**src/rtl/leaf_uplink_nic_if.sv**
```systemverilog
// Bundles the local request/consumer, spine link and counter signals of one leaf NIC.
// No storage; pure wiring between the leaf NIC and its environment.
// Backpressure: tx_ready/rx_ready handshakes locally; spine side is valid-only plus up_full.
interface leaf_uplink_nic_if #(
    parameter int DWIDTH = 16,
    parameter int CNT_W  = 8
);
    // local request side
    logic              tx_valid;
    logic              tx_ready;
    logic [3:0]        tx_dest_group;
    logic [1:0]        tx_dest_leaf;
    logic [9:0]        tx_payload;
    // toward the spine port input
    logic [DWIDTH-1:0] up_out_data;
    logic              up_out_valid;
    logic              up_full;
    // from the spine port output
    logic [DWIDTH-1:0] dn_in_data;
    logic              dn_in_valid;
    // local consumer side
    logic              rx_valid;
    logic              rx_ready;
    logic [9:0]        rx_payload;
    logic [3:0]        rx_src_group;
    // statistics
    logic              cnt_clr;
    logic [CNT_W-1:0]  misroute_cnt;
    logic [CNT_W-1:0]  overflow_cnt;
    logic              rx_overflow;

    // environment view: local client, consumer and spine port
    modport master (
        output tx_valid, tx_dest_group, tx_dest_leaf, tx_payload,
        output up_full, dn_in_data, dn_in_valid, rx_ready, cnt_clr,
        input  tx_ready, up_out_data, up_out_valid,
        input  rx_valid, rx_payload, rx_src_group,
        input  misroute_cnt, overflow_cnt, rx_overflow
    );

    // NIC view
    modport slave (
        input  tx_valid, tx_dest_group, tx_dest_leaf, tx_payload,
        input  up_full, dn_in_data, dn_in_valid, rx_ready, cnt_clr,
        output tx_ready, up_out_data, up_out_valid,
        output rx_valid, rx_payload, rx_src_group,
        output misroute_cnt, overflow_cnt, rx_overflow
    );
endinterface

```
**src/rtl/leaf_uplink_nic.sv**
```systemverilog
// Generic show-ahead synchronous FIFO with extra-bit pointers.
// Latency: a pushed word is visible at head_dat_o the cycle after the push.
// Backpressure: push ignored when full unless popping in the same cycle; pop ignored when empty.
module sync_fifo #(
    parameter  int WIDTH = 16,
    parameter  int DEPTH = 8,
    localparam int AW    = $clog2(DEPTH)
) (
    input  logic             clk,
    input  logic             reset,
    input  logic             push_i,
    input  logic [WIDTH-1:0] push_dat_i,
    input  logic             pop_i,
    output logic [WIDTH-1:0] head_dat_o,
    output logic [AW:0]      count_o
);
    localparam logic [AW:0] FULL_CNT = (AW+1)'(DEPTH);

    logic [WIDTH-1:0] mem_q [DEPTH];
    logic [AW:0]      wptr_q, rptr_q;
    logic             full, empty, do_push, do_pop;

    assign count_o    = wptr_q - rptr_q;
    assign full       = (count_o == FULL_CNT);
    assign empty      = (count_o == '0);
    assign do_pop     = pop_i && !empty;
    // at full, a same-cycle pop frees the slot the write lands in
    assign do_push    = push_i && (!full || do_pop);
    assign head_dat_o = mem_q[rptr_q[AW-1:0]];

    // pointer update; the MSB distinguishes full from empty
    always_ff @(posedge clk) begin
        if (reset) begin
            wptr_q <= '0;
            rptr_q <= '0;
        end else begin
            if (do_push) wptr_q <= wptr_q + 1'b1;
            if (do_pop)  rptr_q <= rptr_q + 1'b1;
        end
    end

    // storage write, contents need no reset
    always_ff @(posedge clk) begin
        if (do_push) mem_q[wptr_q[AW-1:0]] <= push_dat_i;
    end
endmodule

// Leaf NIC: formats local requests into flits for the spine, filters and buffers flits from it.
// Latency: TX request to up_out_valid 2 cycles; RX flit to rx_valid 1 cycle.
// Backpressure: TX waits on up_full; RX cannot stall and drops/counts misroutes and overflows.
module leaf_uplink_nic #(
    parameter logic [3:0] GROUP_ID   = 4'b0100,
    parameter logic [1:0] LEAF_ID    = 2'd0,
    parameter int         DWIDTH     = 16,
    parameter int         FIFO_DEPTH = 8,
    parameter int         CNT_W      = 8
) (
    input  logic               clk,
    input  logic               reset,
    leaf_uplink_nic_if.slave   bus
);
    localparam int          AW       = $clog2(FIFO_DEPTH);
    localparam logic [AW:0] FULL_CNT = (AW+1)'(FIFO_DEPTH);
    localparam logic [AW:0] ONE_CNT  = (AW+1)'(1);
    localparam int          RXW      = 14;  // dest leaf is implied by the filter, so not stored

    typedef enum logic [1:0] {ST_IDLE, ST_SEND, ST_BLOCKED} tx_state_e;

    // ---------------- TX path ----------------
    tx_state_e         state_q, state_d;
    logic              tx_push, tx_pop, tx_full, tx_empty;
    logic [AW:0]       tx_cnt;
    logic [DWIDTH-1:0] tx_flit, tx_head;
    logic              up_out_valid_q;
    logic [DWIDTH-1:0] up_out_data_q;

    assign tx_full     = (tx_cnt == FULL_CNT);
    assign tx_empty    = (tx_cnt == '0);
    assign bus.tx_ready = !tx_full;
    assign tx_push     = bus.tx_valid && !tx_full;
    assign tx_flit     = {bus.tx_dest_group, bus.tx_dest_leaf, bus.tx_payload};

    sync_fifo #(.WIDTH(DWIDTH), .DEPTH(FIFO_DEPTH)) u_tx_fifo (
        .clk        (clk),
        .reset      (reset),
        .push_i     (tx_push),
        .push_dat_i (tx_flit),
        .pop_i      (tx_pop),
        .head_dat_o (tx_head),
        .count_o    (tx_cnt)
    );

    // TX FSM state register
    always_ff @(posedge clk) begin
        if (reset) state_q <= ST_IDLE;
        else       state_q <= state_d;
    end

    // TX FSM next state; IDLE leaves on the push itself so the first pop is the next cycle
    always_comb begin
        state_d = state_q;
        case (state_q)
            ST_IDLE:    if (tx_push || !tx_empty) state_d = ST_SEND;
            ST_SEND: begin
                if (bus.up_full)                       state_d = ST_BLOCKED;
                else if (tx_push || (tx_cnt > ONE_CNT)) state_d = ST_SEND;
                else                                   state_d = ST_IDLE;
            end
            ST_BLOCKED: if (!bus.up_full) state_d = ST_SEND;
            default:    state_d = ST_IDLE;
        endcase
    end

    // TX FSM output: pop only in SEND while the spine input has room
    always_comb begin
        tx_pop = (state_q == ST_SEND) && !bus.up_full && !tx_empty;
    end

    // output register: valid pulses once per popped flit, data holds between flits
    always_ff @(posedge clk) begin
        if (reset) begin
            up_out_valid_q <= 1'b0;
            up_out_data_q  <= '0;
        end else begin
            up_out_valid_q <= tx_pop;
            if (tx_pop) up_out_data_q <= tx_head;
        end
    end

    assign bus.up_out_valid = up_out_valid_q;
    assign bus.up_out_data  = up_out_data_q;

    // ---------------- RX path ----------------
    logic             rx_match, rx_push, rx_pop, rx_full, rx_empty;
    logic             misroute_ev, overflow_ev;
    logic [AW:0]      rx_cnt;
    logic [RXW-1:0]   rx_head;
    logic [CNT_W-1:0] misroute_cnt_q, misroute_cnt_d;
    logic [CNT_W-1:0] overflow_cnt_q, overflow_cnt_d;
    logic             rx_overflow_q, rx_overflow_d;

    assign rx_full     = (rx_cnt == FULL_CNT);
    assign rx_empty    = (rx_cnt == '0);
    assign rx_match    = (bus.dn_in_data[15:12] == GROUP_ID) && (bus.dn_in_data[11:10] == LEAF_ID);
    assign rx_pop      = !rx_empty && bus.rx_ready;
    assign rx_push     = bus.dn_in_valid && rx_match && (!rx_full || rx_pop);
    assign misroute_ev = bus.dn_in_valid && !rx_match;
    assign overflow_ev = bus.dn_in_valid && rx_match && rx_full && !rx_pop;

    sync_fifo #(.WIDTH(RXW), .DEPTH(FIFO_DEPTH)) u_rx_fifo (
        .clk        (clk),
        .reset      (reset),
        .push_i     (rx_push),
        .push_dat_i ({bus.dn_in_data[15:12], bus.dn_in_data[9:0]}),
        .pop_i      (rx_pop),
        .head_dat_o (rx_head),
        .count_o    (rx_cnt)
    );

    assign bus.rx_valid     = !rx_empty;
    assign bus.rx_src_group = rx_head[13:10];
    assign bus.rx_payload   = rx_head[9:0];

    // drop statistics: saturating counters and sticky flag, clear beats a same-cycle drop
    always_comb begin
        misroute_cnt_d = misroute_cnt_q;
        overflow_cnt_d = overflow_cnt_q;
        rx_overflow_d  = rx_overflow_q | overflow_ev;
        if (misroute_ev && (misroute_cnt_q != '1)) misroute_cnt_d = misroute_cnt_q + 1'b1;
        if (overflow_ev && (overflow_cnt_q != '1)) overflow_cnt_d = overflow_cnt_q + 1'b1;
        if (bus.cnt_clr) begin
            misroute_cnt_d = '0;
            overflow_cnt_d = '0;
            rx_overflow_d  = 1'b0;
        end
    end

    // drop statistics registers
    always_ff @(posedge clk) begin
        if (reset) begin
            misroute_cnt_q <= '0;
            overflow_cnt_q <= '0;
            rx_overflow_q  <= 1'b0;
        end else begin
            misroute_cnt_q <= misroute_cnt_d;
            overflow_cnt_q <= overflow_cnt_d;
            rx_overflow_q  <= rx_overflow_d;
        end
    end

    assign bus.misroute_cnt = misroute_cnt_q;
    assign bus.overflow_cnt = overflow_cnt_q;
    assign bus.rx_overflow  = rx_overflow_q;
endmodule

```
**src/flat_wrapper.sv**
```systemverilog
// flat-port wrapper written by rule: the top's interface ports become plain ports
module leaf_uplink_nic_flat 
#(
    parameter logic [3:0] GROUP_ID   = 4'b0100,
    parameter logic [1:0] LEAF_ID    = 2'd0,
    parameter int         DWIDTH     = 16,
    parameter int         FIFO_DEPTH = 8,
    parameter int         CNT_W      = 8
)
  (clk, reset, bus_tx_valid, bus_tx_dest_group, bus_tx_dest_leaf, bus_tx_payload, bus_up_full, bus_dn_in_data, bus_dn_in_valid, bus_rx_ready, bus_cnt_clr, bus_tx_ready, bus_up_out_data, bus_up_out_valid, bus_rx_valid, bus_rx_payload, bus_rx_src_group, bus_misroute_cnt, bus_overflow_cnt, bus_rx_overflow);
  leaf_uplink_nic_if #(.DWIDTH(DWIDTH), .CNT_W(CNT_W)) bus_i ();
  input  logic clk;
  input  logic reset;
  input wire logic [$bits(bus_i.tx_valid)-1:0] bus_tx_valid;
  input wire logic [$bits(bus_i.tx_dest_group)-1:0] bus_tx_dest_group;
  input wire logic [$bits(bus_i.tx_dest_leaf)-1:0] bus_tx_dest_leaf;
  input wire logic [$bits(bus_i.tx_payload)-1:0] bus_tx_payload;
  input wire logic [$bits(bus_i.up_full)-1:0] bus_up_full;
  input wire logic [$bits(bus_i.dn_in_data)-1:0] bus_dn_in_data;
  input wire logic [$bits(bus_i.dn_in_valid)-1:0] bus_dn_in_valid;
  input wire logic [$bits(bus_i.rx_ready)-1:0] bus_rx_ready;
  input wire logic [$bits(bus_i.cnt_clr)-1:0] bus_cnt_clr;
  output wire logic [$bits(bus_i.tx_ready)-1:0] bus_tx_ready;
  output wire logic [$bits(bus_i.up_out_data)-1:0] bus_up_out_data;
  output wire logic [$bits(bus_i.up_out_valid)-1:0] bus_up_out_valid;
  output wire logic [$bits(bus_i.rx_valid)-1:0] bus_rx_valid;
  output wire logic [$bits(bus_i.rx_payload)-1:0] bus_rx_payload;
  output wire logic [$bits(bus_i.rx_src_group)-1:0] bus_rx_src_group;
  output wire logic [$bits(bus_i.misroute_cnt)-1:0] bus_misroute_cnt;
  output wire logic [$bits(bus_i.overflow_cnt)-1:0] bus_overflow_cnt;
  output wire logic [$bits(bus_i.rx_overflow)-1:0] bus_rx_overflow;
  assign bus_i.tx_valid = bus_tx_valid;
  assign bus_i.tx_dest_group = bus_tx_dest_group;
  assign bus_i.tx_dest_leaf = bus_tx_dest_leaf;
  assign bus_i.tx_payload = bus_tx_payload;
  assign bus_i.up_full = bus_up_full;
  assign bus_i.dn_in_data = bus_dn_in_data;
  assign bus_i.dn_in_valid = bus_dn_in_valid;
  assign bus_i.rx_ready = bus_rx_ready;
  assign bus_i.cnt_clr = bus_cnt_clr;
  assign bus_tx_ready = bus_i.tx_ready;
  assign bus_up_out_data = bus_i.up_out_data;
  assign bus_up_out_valid = bus_i.up_out_valid;
  assign bus_rx_valid = bus_i.rx_valid;
  assign bus_rx_payload = bus_i.rx_payload;
  assign bus_rx_src_group = bus_i.rx_src_group;
  assign bus_misroute_cnt = bus_i.misroute_cnt;
  assign bus_overflow_cnt = bus_i.overflow_cnt;
  assign bus_rx_overflow = bus_i.rx_overflow;
  leaf_uplink_nic #(.GROUP_ID(GROUP_ID), .LEAF_ID(LEAF_ID), .DWIDTH(DWIDTH), .FIFO_DEPTH(FIFO_DEPTH), .CNT_W(CNT_W)) u_core (.clk(clk), .reset(reset), .bus(bus_i));
endmodule
```
**config.mk**
```make
export PLATFORM = sky130hd
export DESIGN_NAME = leaf_uplink_nic_flat
export DESIGN_NICKNAME = d
export VERILOG_FILES = /design/src/rtl/leaf_uplink_nic_if.sv /design/src/rtl/leaf_uplink_nic.sv /design/src/flat_wrapper.sv
export SDC_FILE = /design/constraint.sdc
export NUM_CORES = 1
export LEC_CHECK = 0
export BUFFER_PORTS_ARGS = -buffer_cell sky130_fd_sc_hd__buf_2
export CORE_ASPECT_RATIO = 1.4
export CORE_MARGIN = 2
export CORE_UTILIZATION = 55
export CTS_CLUSTER_DIAMETER = 120
export CTS_CLUSTER_SIZE = 16
export DETAILED_ROUTE_END_ITERATION = 8
export GPL_ROUTABILITY_DRIVEN = 1
export PLACE_DENSITY = 0.74
export SLEW_MARGIN = 0
export SYNTH_ARGS = -nofsm -noshare
export SYNTH_HDL_FRONTEND = slang
export SYNTH_HIERARCHICAL = 1
export SYNTH_SLANG_ARGS = --single-unit
```
**constraint.sdc**
```tcl
create_clock -name clk -period 10.9 [get_ports clk]
set_input_delay 1.09 -clock clk [delete_from_list [all_inputs] [get_ports clk]]
set_output_delay 1.09 -clock clk [all_outputs]
set_load 0.02 [all_outputs]
```
* Word-level counts from Yosys, hierarchy flattened
Memories as Yosys holds them, arrays and structs flattened. A register that Yosys moved wholly into a read port is not among the register bits. Cells that the tools add are included.
Storage, ports and cells: flip-flop bits (word level) 36, bits in latches 0, RAM bits 240, memory bits (read-only) 0, input port bits 39, output and inout bits 50, word-level logic and storage cells 75, memories 2
Cells by class: add/sub/neg operators 8, $mul 0, divide/modulo/power cells 0, $lt $le $gt $ge 1, equal/unequal tests 9, shift operators 0, multiplexer cells 11, bitwise logic cells 1, reduce and logical (&&, ||, !) cells 34
Memories:
- u_core.u_tx_fifo.mem_q | depth 8, width 16, rd ports 1, clocked after memory_dff 1, write ports 1, line leaf_uplink_nic.sv:19 | logic [WIDTH-1:0] mem_q [DEPTH];
- u_core.u_rx_fifo.mem_q | depth 8, width 14, rd ports 1, clocked after memory_dff 1, write ports 1, line leaf_uplink_nic.sv:19
Operator list (count):
- $add 4x1->4 const B | 4
- $add 8x1->8 const B | 2
- $logic_and 1x1->1 | 16
- $ne 8x8->1 const B | 2
- $eq 4x4->1 const B | 2
- $logic_not 4->1 | 2
- $sub 4x4->4 | 2
- $logic_not 1->1 | 7
- $mux 2 | 3
- $mux 3 | 2
- $pmux 2 s3 | 1
- $logic_or 1x1->1 | 5
- $mux 1 | 5
- $eq 4x3->1 const B | 1
- $gt 4x1->1 const B | 1
- $logic_not 2->1 | 2
- $eq 2x1->1 const B | 1
- $eq 2x2->1 const B | 1
- $ne 2x1->1 const B | 1
- $ne 2x2->1 const B | 1
- $reduce_and 2->1 | 1
- $reduce_or 2->1 | 1
- $or 1x1->1 | 1

* Longest topological paths before layout
depth after elaboration 9, depth in mapped cells 14, mapped depth without buffers 12

* Modules after synthesis
Netlist, hierarchy kept.
By module, submodules not included:
- sync_fifo at u_core.u_tx_fifo | instances 1, cells an instance 263, area each 5507.8 um^2, sequential area each 4063.9 um^2
- sync_fifo at u_core.u_rx_fifo | instances 1, cells an instance 238, area each 4908.5 um^2, sequential area each 3583.4 um^2
- leaf_uplink_nic | instances 1, cells an instance 178, area each 1662.8 um^2, sequential area each 720.7 um^2

* Worst setup path before layout
OpenSTA, ideal clock, no wires.
path kind reg2reg, from register u_core.u_tx_fifo.wptr_q[1], to memory u_core.u_tx_fifo.mem_q[2][0] (enable), setup time 0.436 ns, data arrival time 4.485 ns, data required time 10.464 ns, path slack 5.979 ns, stages on the path, launching flop included 13, path buffers 2, period minus slack after synthesis 4.921 ns, path through dfxtp_1 -> ha_1 -> and3b_1 -> or3_4 -> and2_1 -> inv_2 -> nor4_1 -> nor4b_1 -> buf_2 -> buf_2 -> or4_4 -> o21ai_2 -> nor4b_1
On the way: cells in the longest elaborated chain, start to end 9, elaborated cells on any way between the ends 12, those cells by class add/sub: 1; eq/ne: 1; mux: 2; reduce/logical: 8
RTL lines:
- start, declared | line leaf_uplink_nic.sv:20 | logic [AW:0] wptr_q, rptr_q;
- start signal, assigned | line leaf_uplink_nic.sv:37 | if (do_push) wptr_q <= wptr_q + 1'b1;
- $sub 4x4->4 | line leaf_uplink_nic.sv:23 | assign count_o = wptr_q - rptr_q;
- via u_core.tx_cnt[3] | line leaf_uplink_nic.sv:72 | logic [AW:0] tx_cnt;
- $logic_not 4->1 | line leaf_uplink_nic.sv:78 | assign tx_empty = (tx_cnt == '0);
- $logic_not 1->1 | line leaf_uplink_nic.sv:116 | tx_pop = (state_q == ST_SEND) && !bus.up_full && !tx_empty;
- $logic_and 1x1->1 | line leaf_uplink_nic.sv:116
- via u_core.tx_pop | line leaf_uplink_nic.sv:71 | logic tx_push, tx_pop, tx_full, tx_empty;
- $logic_and 1x1->1 | line leaf_uplink_nic.sv:26 | assign do_pop = pop_i && !empty;
- $logic_or 1x1->1 | line leaf_uplink_nic.sv:28 | assign do_push = push_i && (!full || do_pop);
- $logic_and 1x1->1 | line leaf_uplink_nic.sv:28
- $mux 1 | line leaf_uplink_nic.sv:44 | if (do_push) mem_q[wptr_q[AW-1:0]] <= push_dat_i;
- $mux 1 (not written as such) | line leaf_uplink_nic.sv:44
- end, declared | line leaf_uplink_nic.sv:19
The timed path passes the listed nets, and every way through them passes these cells.

* Worst setup path in the final report
from register u_core.u_tx_fifo.wptr_q[1], to memory u_core.u_tx_fifo.mem_q[6][12] (enable)
On the way: cells in the longest elaborated chain, start to end 9, elaborated cells on any way between the ends 12, those cells by class add/sub: 1; eq/ne: 1; mux: 2; reduce/logical: 8
RTL lines (line):
- $sub 4x4->4 * | leaf_uplink_nic.sv:23
- via u_core.tx_cnt[3] | leaf_uplink_nic.sv:72
- $logic_not 4->1 | leaf_uplink_nic.sv:25, leaf_uplink_nic.sv:78
- $logic_not 1->1 | leaf_uplink_nic.sv:26, leaf_uplink_nic.sv:116
- $logic_and 1x1->1 | leaf_uplink_nic.sv:116
- $logic_and 1x1->1 | leaf_uplink_nic.sv:26
- $logic_or 1x1->1 | leaf_uplink_nic.sv:28
- $logic_and 1x1->1 * | leaf_uplink_nic.sv:28
- $mux 1 * | leaf_uplink_nic.sv:44
- $mux 1 (not written as such) * | leaf_uplink_nic.sv:44
Mark *: on every way through the listed nets, which the timed path passes. The rest lies on a longest branch.

==> results.toml <==
[outcome]
outcome = "finished, final reports clean"

[clock_network]
post_cts_buffers = 0
cts_inserted_buffers = 22
cts_tree = "built"
cts_htree_levels = 1
cts.hold.buffers_added = 0
ctsRootBufferMaster = "sky130_fd_sc_hd__clkbuf_16"
cts.sinks = 298
cts.repair.resized = 0
cts_max_path_buffers = 3
clkTransAtPathRegs_ns = 0.08
clk_latency_ns = 0.51

[floorplan]
initial_core_util_pct = 55.7
placementRows = 64
fp.coreArea_um2 = 21700
fp.dieArea_um2 = 23200
die_y_extent_um = 179
die_x_um = 129
boundaryPins = 89

[global_route]
number_of_antenna_violations_at_the_first_check_in_global_routing = 1
grt_first_pass_wirelength_mm = 36.3
global_route.peak_usage_layer = "met2"
gr-total-overflow = 0
groute.layer.met3.usage_pct = 3.03
grt_util_met2_pct = 39.2
pin_count_of_the_biggest_net_entering_global_routing = 49
grt_util_all_layers_pct = 20.4
grt_pass1_vias = 6785
groute.layer.met1.usage_pct = 23.2

[timing]
finalMaxSlewViolations = 0
setup_repair_after_global_routing_missed_its_margin = "false"
final_hold_violation_count = 0
setup-tns-final_ns = 0
setup_violations = 0
max_freq_mhz = 257
worst_clock_skew_ns = 0.0156
final.min_clock_period_ns = 3.89
timing_worst_slew_pin_value_ns = 1.04
slew_headroom_pct = 30.9
period_share_pct = 35.7

[placed_design]
post-dp-hpwl_mm = 14.2
gp_congestion = 0.816
placed_cells_incl_taps = 1053
portBuffers = 88

[setup_path]
worstPathMaxFanout = 16
worst_path_max_delay_cell = "sky130_fd_sc_hd__and4_1"
crit_required_ns = 11.03
timing.critical_path.to_type = "flip-flop"
cp_data_arrival_time_ns = 4.02
setup.worst_path.start_class = "flip-flop"
timing.reg2reg.worst_path_depth = 11
path_class = "flip-flop to flip-flop"
critPathMaxStageDelay_ns = 0.79
crit_chain = "ha_1, and3b_1, or3_4, and2_1, inv_2, nor4_1, nor4b_2, or4_4, a21oi_4, nor2_2, and4_1"

[synthesis]
postSynthAreaPerCell_um2 = 17.8
ys_types = 68
synth_area_in_compound_gates_pct = 3.69
synth.yosys.seq_area_share_pct = 69.3
synth_area_leader_cell = "sky130_fd_sc_hd__edfxtp_1"
combinational_family_with_the_most_area_after_synthesis = "multiplexers"
synth.ff_latch_count = 298
synth_top_cells_by_area = "sky130_fd_sc_hd__edfxtp_1 60%, sky130_fd_sc_hd__mux4_2 11%, sky130_fd_sc_hd__dfxtp_1 9.6%"
synth_fa_ha_area_share_pct = 1.57
synth.top_cells.by_count = "240 x sky130_fd_sc_hd__edfxtp_1, 60 x sky130_fd_sc_hd__mux4_2, 58 x sky130_fd_sc_hd__dfxtp_1"
number_of_enable_flip_flop_cells_after_synthesis = 240
synth-warning-count = 6
synthMuxAreaShare_pct = 16.4
synthSimpleGateAreaFrac_pct = 6.71
asyncSetResetFlopFracSynth_pct = 0
synth_xor_xnor_area_share_pct = 0.653
most_common_flop_cell_mapped_by_yosys = "sky130_fd_sc_hd__edfxtp_1"
netlist_area_um2 = 12100
netlist.area_leader.share_pct = 59.7
synth.net_count = 732
syn_inst = 679
synth_most_common_cell = "sky130_fd_sc_hd__edfxtp_1"

[route]
postRouteWirelength_mm = 23.1
via_per_instance_ratio = 5.86
avgRoutedWirePerCell_um = 21.1
detailedRoute.firstIterationViolations = 316
vias = 6406
drt_pass1_iterations = 4
antenna_violating_nets_post_route = 0
remaining_drc_errors = 0

[cells_and_area]
post_route_cells_drive_above_1_share_pct = 33.0
layout_net_count = 833
area.growth.synth_to_final_pct = 12.7
final.fill_count = 1515
final_instance_count_excl_fillers = 1094

[power]
power_mw = 2.44
worst_ir_drop_vdd_v = 0.000157
p_leak_nw = 4.47
power_density_nw_per_um2 = 179

[run]
cap_viol_max_count = 0

[min_path]
timing.hold.worst_path_depth = 2
class_of_the_worst_hold_path = "flip-flop to flip-flop"
[critical path, delay by kind of cell (launching register included)]
kind / cells / cell delay (ns)
flip-flops: 1 / 0.65
AO/OA/AOI/OAI: 1 / 0.05
AND/OR/NAND/NOR: 8 / 2.39
buffers and inverters: 1 / 0.08
adder cells (fa/ha/maj): 1 / 0.33
[cell families after synthesis]
logic type | count (synthesis)
compound gates | 58
xor+xnor | 9
mux | 117
buf+inv | 50
fa+ha+maj | 14
simple gates | 133
flops | 298
[final cells by class]
| cell class | instances | area [um^2] | share of cell area [%] |
|---|---|---|---|
| sequential | 298 | 8370 | 61.5 |
| multi-input combinational | 331 | 3580 | 26.3 |
| clock buffer | 39 | 636 | 4.67 |
| timing repair buffer | 104 | 561 | 4.12 |
| tap | 297 | 372 | 2.73 |
| inverter | 23 | 86.3 | 0.634 |
| clock inverter | 1 | 8.76 | 0.0643 |
| antenna | 1 | 2.50 | 0.0184 |
[path summary, 6_finish.rpt]
kind                                                       to  slack, ns                  startpoint
worst min-delay path                   u_core/bus.rx_overflow       0.48      u_core/bus.rx_overflow
worst max-delay path            u_core/u_tx_fifo/mem_q[6][12]       7.01  u_core/u_tx_fifo/wptr_q[1]
worst max register to register  u_core/u_tx_fifo/mem_q[6][12]       7.01  u_core/u_tx_fifo/wptr_q[1]
worst min register to register         u_core/bus.rx_overflow       0.48      u_core/bus.rx_overflow
[layout by cell type (no fill, tap or decap), types with 5 or more instances in the layout]
master / netlist / final
sky130_fd_sc_hd__nor3_1: 8 / 6
sky130_fd_sc_hd__clkbuf_16: 0 / 23
sky130_fd_sc_hd__nand4_1: 6 / 6
sky130_fd_sc_hd__xnor2_1: 5 / 5
sky130_fd_sc_hd__ha_1: 12 / 12
sky130_fd_sc_hd__o21ai_0: 5 / 5
sky130_fd_sc_hd__nand2_1: 10 / 10
sky130_fd_sc_hd__mux2_2: 31 / 31
sky130_fd_sc_hd__mux2i_1: 22 / 22
sky130_fd_sc_hd__nor4_2: 0 / 6
sky130_fd_sc_hd__buf_2: 8 / 88
sky130_fd_sc_hd__a21oi_1: 17 / 17
sky130_fd_sc_hd__buf_4: 0 / 16
sky130_fd_sc_hd__edfxtp_1: 240 / 240
sky130_fd_sc_hd__inv_1: 21 / 21
sky130_fd_sc_hd__mux4_2: 60 / 60
sky130_fd_sc_hd__nand2b_1: 6 / 6
sky130_fd_sc_hd__nor2_1: 39 / 39
sky130_fd_sc_hd__nand3_1: 7 / 7
sky130_fd_sc_hd__dfxtp_1: 58 / 55
sky130_fd_sc_hd__clkbuf_1: 13 / 16
sky130_fd_sc_hd__and4_1: 5 / 5
sky130_fd_sc_hd__o31ai_1: 5 / 5
[stage by stage]
stage	utilization (%)	setup WS (ns)	instance area [um^2]	hold WS (ns)
2_1_floorplan	-	5.98	12100	0.515
3_3_place_gp	59.8	7.18	13000	0.458
3_5_place_dp	59.8	7.04	13000	0.464
4_1_cts	62.7	7.02	13600	0.483
5_1_grt	62.7	6.84	13600	0.523
6_report	62.7	7.01	13600	0.479
[flip-flops by register name, summed over array words and instances, names as in the netlist, 8 cells and up, named ones only]
name and cells:
u_core/u_tx_fifo/mem_q 128, u_core/u_rx_fifo/mem_q 112, u_core/bus.up_out_data 16, u_core/bus.misroute_cnt 8
u_core/bus.overflow_cnt 8
[report_power, final]
part	internal, mW	total [mW]	leakage [nW]	switching (mW)
logic	0.155	0.353	1.52	0.198
clock network	0.396	0.750	0.306	0.355
registers	1.30	1.33	2.64	0.0301
[layer usage]
metal / wire, um / up-vias / share of wire [%]
met5: 0 / - / 0
met4: 563 / 0 / 2.4
met3: 1040 / 42 / 4.5
met2: 12800 / 177 / 56
met1: 8650 / 3267 / 38
li1: - / 2920 / -
Power figures use the tool's default switching activity.
